<file path="src/rtl/square_list_to_bitboard.sv">
// Square-list to bitboard collector.
// Accepts a stream of binary square indices terminated by in_last and
// presents the OR of their one-hot decodes, together with a saturating
// beat count, a duplicate flag and an out-of-range flag. The result is
// held until the consumer takes it; no new list is accepted meanwhile.
module square_list_to_bitboard #(
  parameter  int ONEHOT_WIDTH = 64,
  localparam int BIN_WIDTH    = $clog2(ONEHOT_WIDTH)
) (
  input  logic                    clk,
  input  logic                    rst,
  input  logic                    in_valid,
  output logic                    in_ready,
  input  logic [BIN_WIDTH-1:0]    in_bin,
  input  logic                    in_last,
  output logic                    out_valid,
  input  logic                    out_ready,
  output logic [ONEHOT_WIDTH-1:0] out_bitboard,
  output logic [BIN_WIDTH:0]      out_count,
  output logic                    out_dup,
  output logic                    out_range
);

  typedef enum logic {
    ACCUM = 1'b0,
    HOLD  = 1'b1
  } state_t;

  // Indices are compared one bit wider so widths like 48 are detected.
  localparam logic [BIN_WIDTH:0]      LIMIT      = ONEHOT_WIDTH[BIN_WIDTH:0];
  localparam logic [BIN_WIDTH:0]      CNT_MAX    = '1;
  localparam logic [BIN_WIDTH:0]      CNT_ONE    = {{BIN_WIDTH{1'b0}}, 1'b1};
  localparam logic [ONEHOT_WIDTH-1:0] ONEHOT_ONE = {{(ONEHOT_WIDTH-1){1'b0}}, 1'b1};

  state_t                  state_q;
  logic [ONEHOT_WIDTH-1:0] acc_q, acc_d;
  logic [BIN_WIDTH:0]      cnt_q, cnt_d;
  logic                    dup_q, dup_d;
  logic                    rng_q, rng_d;
  logic [ONEHOT_WIDTH-1:0] out_bb_q;
  logic [BIN_WIDTH:0]      out_cnt_q;
  logic                    out_dup_q;
  logic                    out_rng_q;

  logic                    in_range;
  logic [ONEHOT_WIDTH-1:0] onehot;

  // Next accumulator/flag/count values assuming the current beat is accepted.
  always_comb begin
    in_range = {1'b0, in_bin} < LIMIT;
    onehot   = in_range ? (ONEHOT_ONE << in_bin) : '0;
    acc_d    = acc_q | onehot;
    dup_d    = dup_q | (|(acc_q & onehot));
    rng_d    = rng_q | ~in_range;
    cnt_d    = (cnt_q == CNT_MAX) ? cnt_q : cnt_q + CNT_ONE;
  end

  // Collect beats in ACCUM, snapshot the result on the last beat, then
  // present it in HOLD until the consumer handshakes.
  always_ff @(posedge clk or posedge rst) begin
    if (rst) begin
      state_q   <= ACCUM;
      acc_q     <= '0;
      cnt_q     <= '0;
      dup_q     <= 1'b0;
      rng_q     <= 1'b0;
      out_bb_q  <= '0;
      out_cnt_q <= '0;
      out_dup_q <= 1'b0;
      out_rng_q <= 1'b0;
    end else begin
      case (state_q)
        ACCUM: begin
          if (in_valid) begin
            acc_q <= acc_d;
            cnt_q <= cnt_d;
            dup_q <= dup_d;
            rng_q <= rng_d;
            if (in_last) begin
              out_bb_q  <= acc_d;
              out_cnt_q <= cnt_d;
              out_dup_q <= dup_d;
              out_rng_q <= rng_d;
              state_q   <= HOLD;
            end
          end
        end
        HOLD: begin
          if (out_ready) begin
            acc_q   <= '0;
            cnt_q   <= '0;
            dup_q   <= 1'b0;
            rng_q   <= 1'b0;
            state_q <= ACCUM;
          end
        end
        default: state_q <= ACCUM;
      endcase
    end
  end

  assign in_ready     = (state_q == ACCUM);
  assign out_valid    = (state_q == HOLD);
  assign out_bitboard = out_bb_q;
  assign out_count    = out_cnt_q;
  assign out_dup      = out_dup_q;
  assign out_range    = out_rng_q;

endmodule

</file>
<file path="config.mk">
export PLATFORM = sky130hd
export DESIGN_NAME = square_list_to_bitboard
export DESIGN_NICKNAME = d
export VERILOG_FILES = /design/src/rtl/square_list_to_bitboard.sv
export SDC_FILE = /design/constraint.sdc
export NUM_CORES = 1
export LEC_CHECK = 0
export CORE_UTILIZATION = 25
export DETAILED_ROUTE_END_ITERATION = 8
export PLACE_DENSITY_LB_ADDON = 0.1
export SYNTH_ARGS = -nofsm -noshare
export SYNTH_HDL_FRONTEND = slang
export SYNTH_SLANG_ARGS = --single-unit
</file>
<file path="constraint.sdc">
create_clock -name clk -period 6.3 [get_ports clk]
set_input_delay 1.26 -clock clk [delete_from_list [all_inputs] [get_ports clk]]
set_output_delay 1.26 -clock clk [all_outputs]
set_load 0.02 [all_outputs]
</file>
==> flow_summary.toml <==
[synthesis]
synth_area_leaders = "dfrtp_1, a22o_1, o21ai_0"
synth_cells = 662
synthTopCellsByCount = "dfrtp_1, nand2_1, o21ai_0"
yosysTopAreaCell = "dfrtp_1"
syn-num-nets = 674
synth_area_per_cell_um2 = 10.05
synthFlopType = "dfrtp_1"
yosys.area.top_type_share = 0.5456
yosys_warnings = 0
synth-async-reset-ratio = 1.000
syn_area_um2 = 6650
synth-seq-area-share = 0.5456
synth-seq-cells = 145
synthDistinctLibCells = 62
synth.most_common_cell = "dfrtp_1"
synth-edff-count = 0

[cts]
clock_latency_ns = 0.42
cts_made_buffers = 17
cts_root_buffer = "clkbuf_16"
htree_levels = 4
clk_pin_slew_worst_paths_ns = 0.06
ctsHoldBuffers = 0
cts_max_path_buffers = 2
tritoncts = "done"
post_cts_buffers = 0
clock_sinks = 145
postCtsResizedCells = 0

[routing]
antenna_left = 0
drt_iter0_markers = 459
drt_wl_total_mm = 21.73
drc_errors = 0
vias = 5424
first_pass_iters = 5
via_per_inst = 5.064
wl_per_cell_um = 20.29

[timing]
fin_skew_ns = 0.009853
period_share = 0.6090
slew_headroom = 0.2740
maxSlewViolCount = 0
fin_tns_setup_ns = 0
period_minus_slack_ns = 3.837
worst_slew_pin_slew_ns = 1.081
setup_viol = 0
rsz0062_at_grt = "false"
max_freq_ghz = 0.2606
hold_viol_final = 0
worst_slack_ns = 2.463

[min_path]
min-delay-start = "out_bitboard[22]$_DFFE_PP0P_"
hp-class = "flip-flop to flip-flop"

[pwr]
power.density_nw_per_um2 = 301.2
leakage_nw = 3.502
peakVddDrop_mv = 0.1447
p_total_mw = 2.539

[layout]
syn2layout_area_growth_pct = 26.75
final_util = 0.3235
instances_no_fill = 1071
nets = 735
diodes = 0
layout-drive-gt1-share = 0.08696
fill_cells = 2694

[floorplanning]
die_h_um = 165.1
die-area_um2 = 27260
core_area_um2 = 26060
die_w_um = 165.1
io_pins = 86
start_util = 0.2552
rows = 59

[global_route]
grt_pass1_vias = 5487
antenna_found_initial = 0
gr-total-overflow = 0
grt_max_degree = 101
grt_usage = 0.1681
grt_pass1_wl_mm = 33.98

[flow_run]
cap_violations = 0

[setup_path]
rrSetupSlack_ns = 4.07
path_max_fanout = 19
required_ns = 6.58
reg2reg_from = "out_valid$_DFF_PP0_"
cp-start-kind = "input port"
path_class = "input port to flip-flop"
end_kind = "flip-flop"
critPathArrivalTime_ns = 4.12
startpoint = "in_bin[4]"

[outcome]
status = "completed"

[placement]
port-buffer-count = 84
post-place-ws_ns = 2.082
dp_hpwl_mm = 14.93
dp_cells = 1039
gp_congestion = 0.8874
==> flip-flops by register name, indices dropped and copies added (netlist names) <==
register	cells
acc_q	64
out_count	7
dup_q	1
cnt_q	7
out_dup	1
out_valid	1
out_bitboard	64
==> through the flow <==
step                hold WS (ns)  cell area, um^2
floorplan                 0.4717             6650
global placement          0.4602             7795
detailed placement        0.4700             7795
CTS                       0.4843             8429
global route              0.5040             8429
finish                    0.4746             8429
==> critical path: stages <==
cell and delay [ns]:
clkdlybuf4s50_1 0.80, buf_4 0.39, and2_1 0.39, nand3_1 0.19, nand4_1 0.09, or4_1 0.58
nor4_2 0.28, a31oi_1 0.13
==> per-layer routing <==
layer / up-vias / wire (um) / track usage
li1: 2540 / - / -
met1: 2737 / 10410 / 0.2394
met2: 127 / 10010 / 0.2520
met3: 20 / 801 / 0.02847
met4: 0 / 507 / 0.06589
met5: - / 0 / 0
==> power by group <==
part | internal (mW) | switching (mW) | leakage, nW
registers | 1.00 | 0.0557 | 1.99
logic | 0.151 | 0.231 | 1.20
clock network | 0.685 | 0.414 | 0.310
total | 1.84 | 0.701 | 3.50
==> worst paths after layout <==
| path | end | cells after the start |
|---|---|---|
| min | out_bitboard[22]$_DFFE_PP0P_ | 2 |
| max reg2reg | out_bitboard[17]$_DFFE_PP0P_ | 5 |
| max | out_dup$_DFFE_PP0P_ | 8 |
| min in group asynchronous | out_count[3]$_DFFE_PP0P_ | 2 |
| min reg2reg | out_bitboard[22]$_DFFE_PP0P_ | 2 |
| max in group asynchronous | acc_q[33]$_DFFE_PP0P_ | 3 |
==> cell type report <==
cell class                 instances  area (um^2)  share of cell area
clock buffer                      19        452.9             0.05373
clock inverter                    13        181.4             0.02152
inverter                           4        20.02            0.002375
multi-input combinational        451         2736              0.3246
sequential                       145         3628              0.4305
tap                              335        419.2             0.04973
timing repair buffer             104        991.0              0.1176
==> cell families after synthesis <==
kind of cell	after synthesis	share of synthesized area
AOI/OAI and AO/OA	248	0.2346
xor gates and xnor gates	4	0.005269
adders and majority gates	1	0.001881
buffers and inverters	66	0.04440
DFF	145	0.5456
muxes	11	0.01787
other	1	0.0005639
and+or+nand+nor	186	0.1498
==> cell usage in the layout (no fill, tap or decap), drive strengths merged, types with 3 or more instances in the layout <==
cell type,instances
buf,20
and3,3
a22oi,3
and3b,3
o21ai,87
inv,6
bufinv,4
xnor2,3
nor2,11
clkdlybuf4s50,84
nand2,91
nor4bb,7
nor2b,7
nand3,16
nand2b,3
nand4,8
clkinv,5
mux2,4
and2,10
a32o,10
nor4,3
dfrtp,145
clkbuf,19
mux2i,7
a22o,54
nand3b,5
nor3,6
a21oi,71
a31oi,6
(Power assumes the default switching activity.)
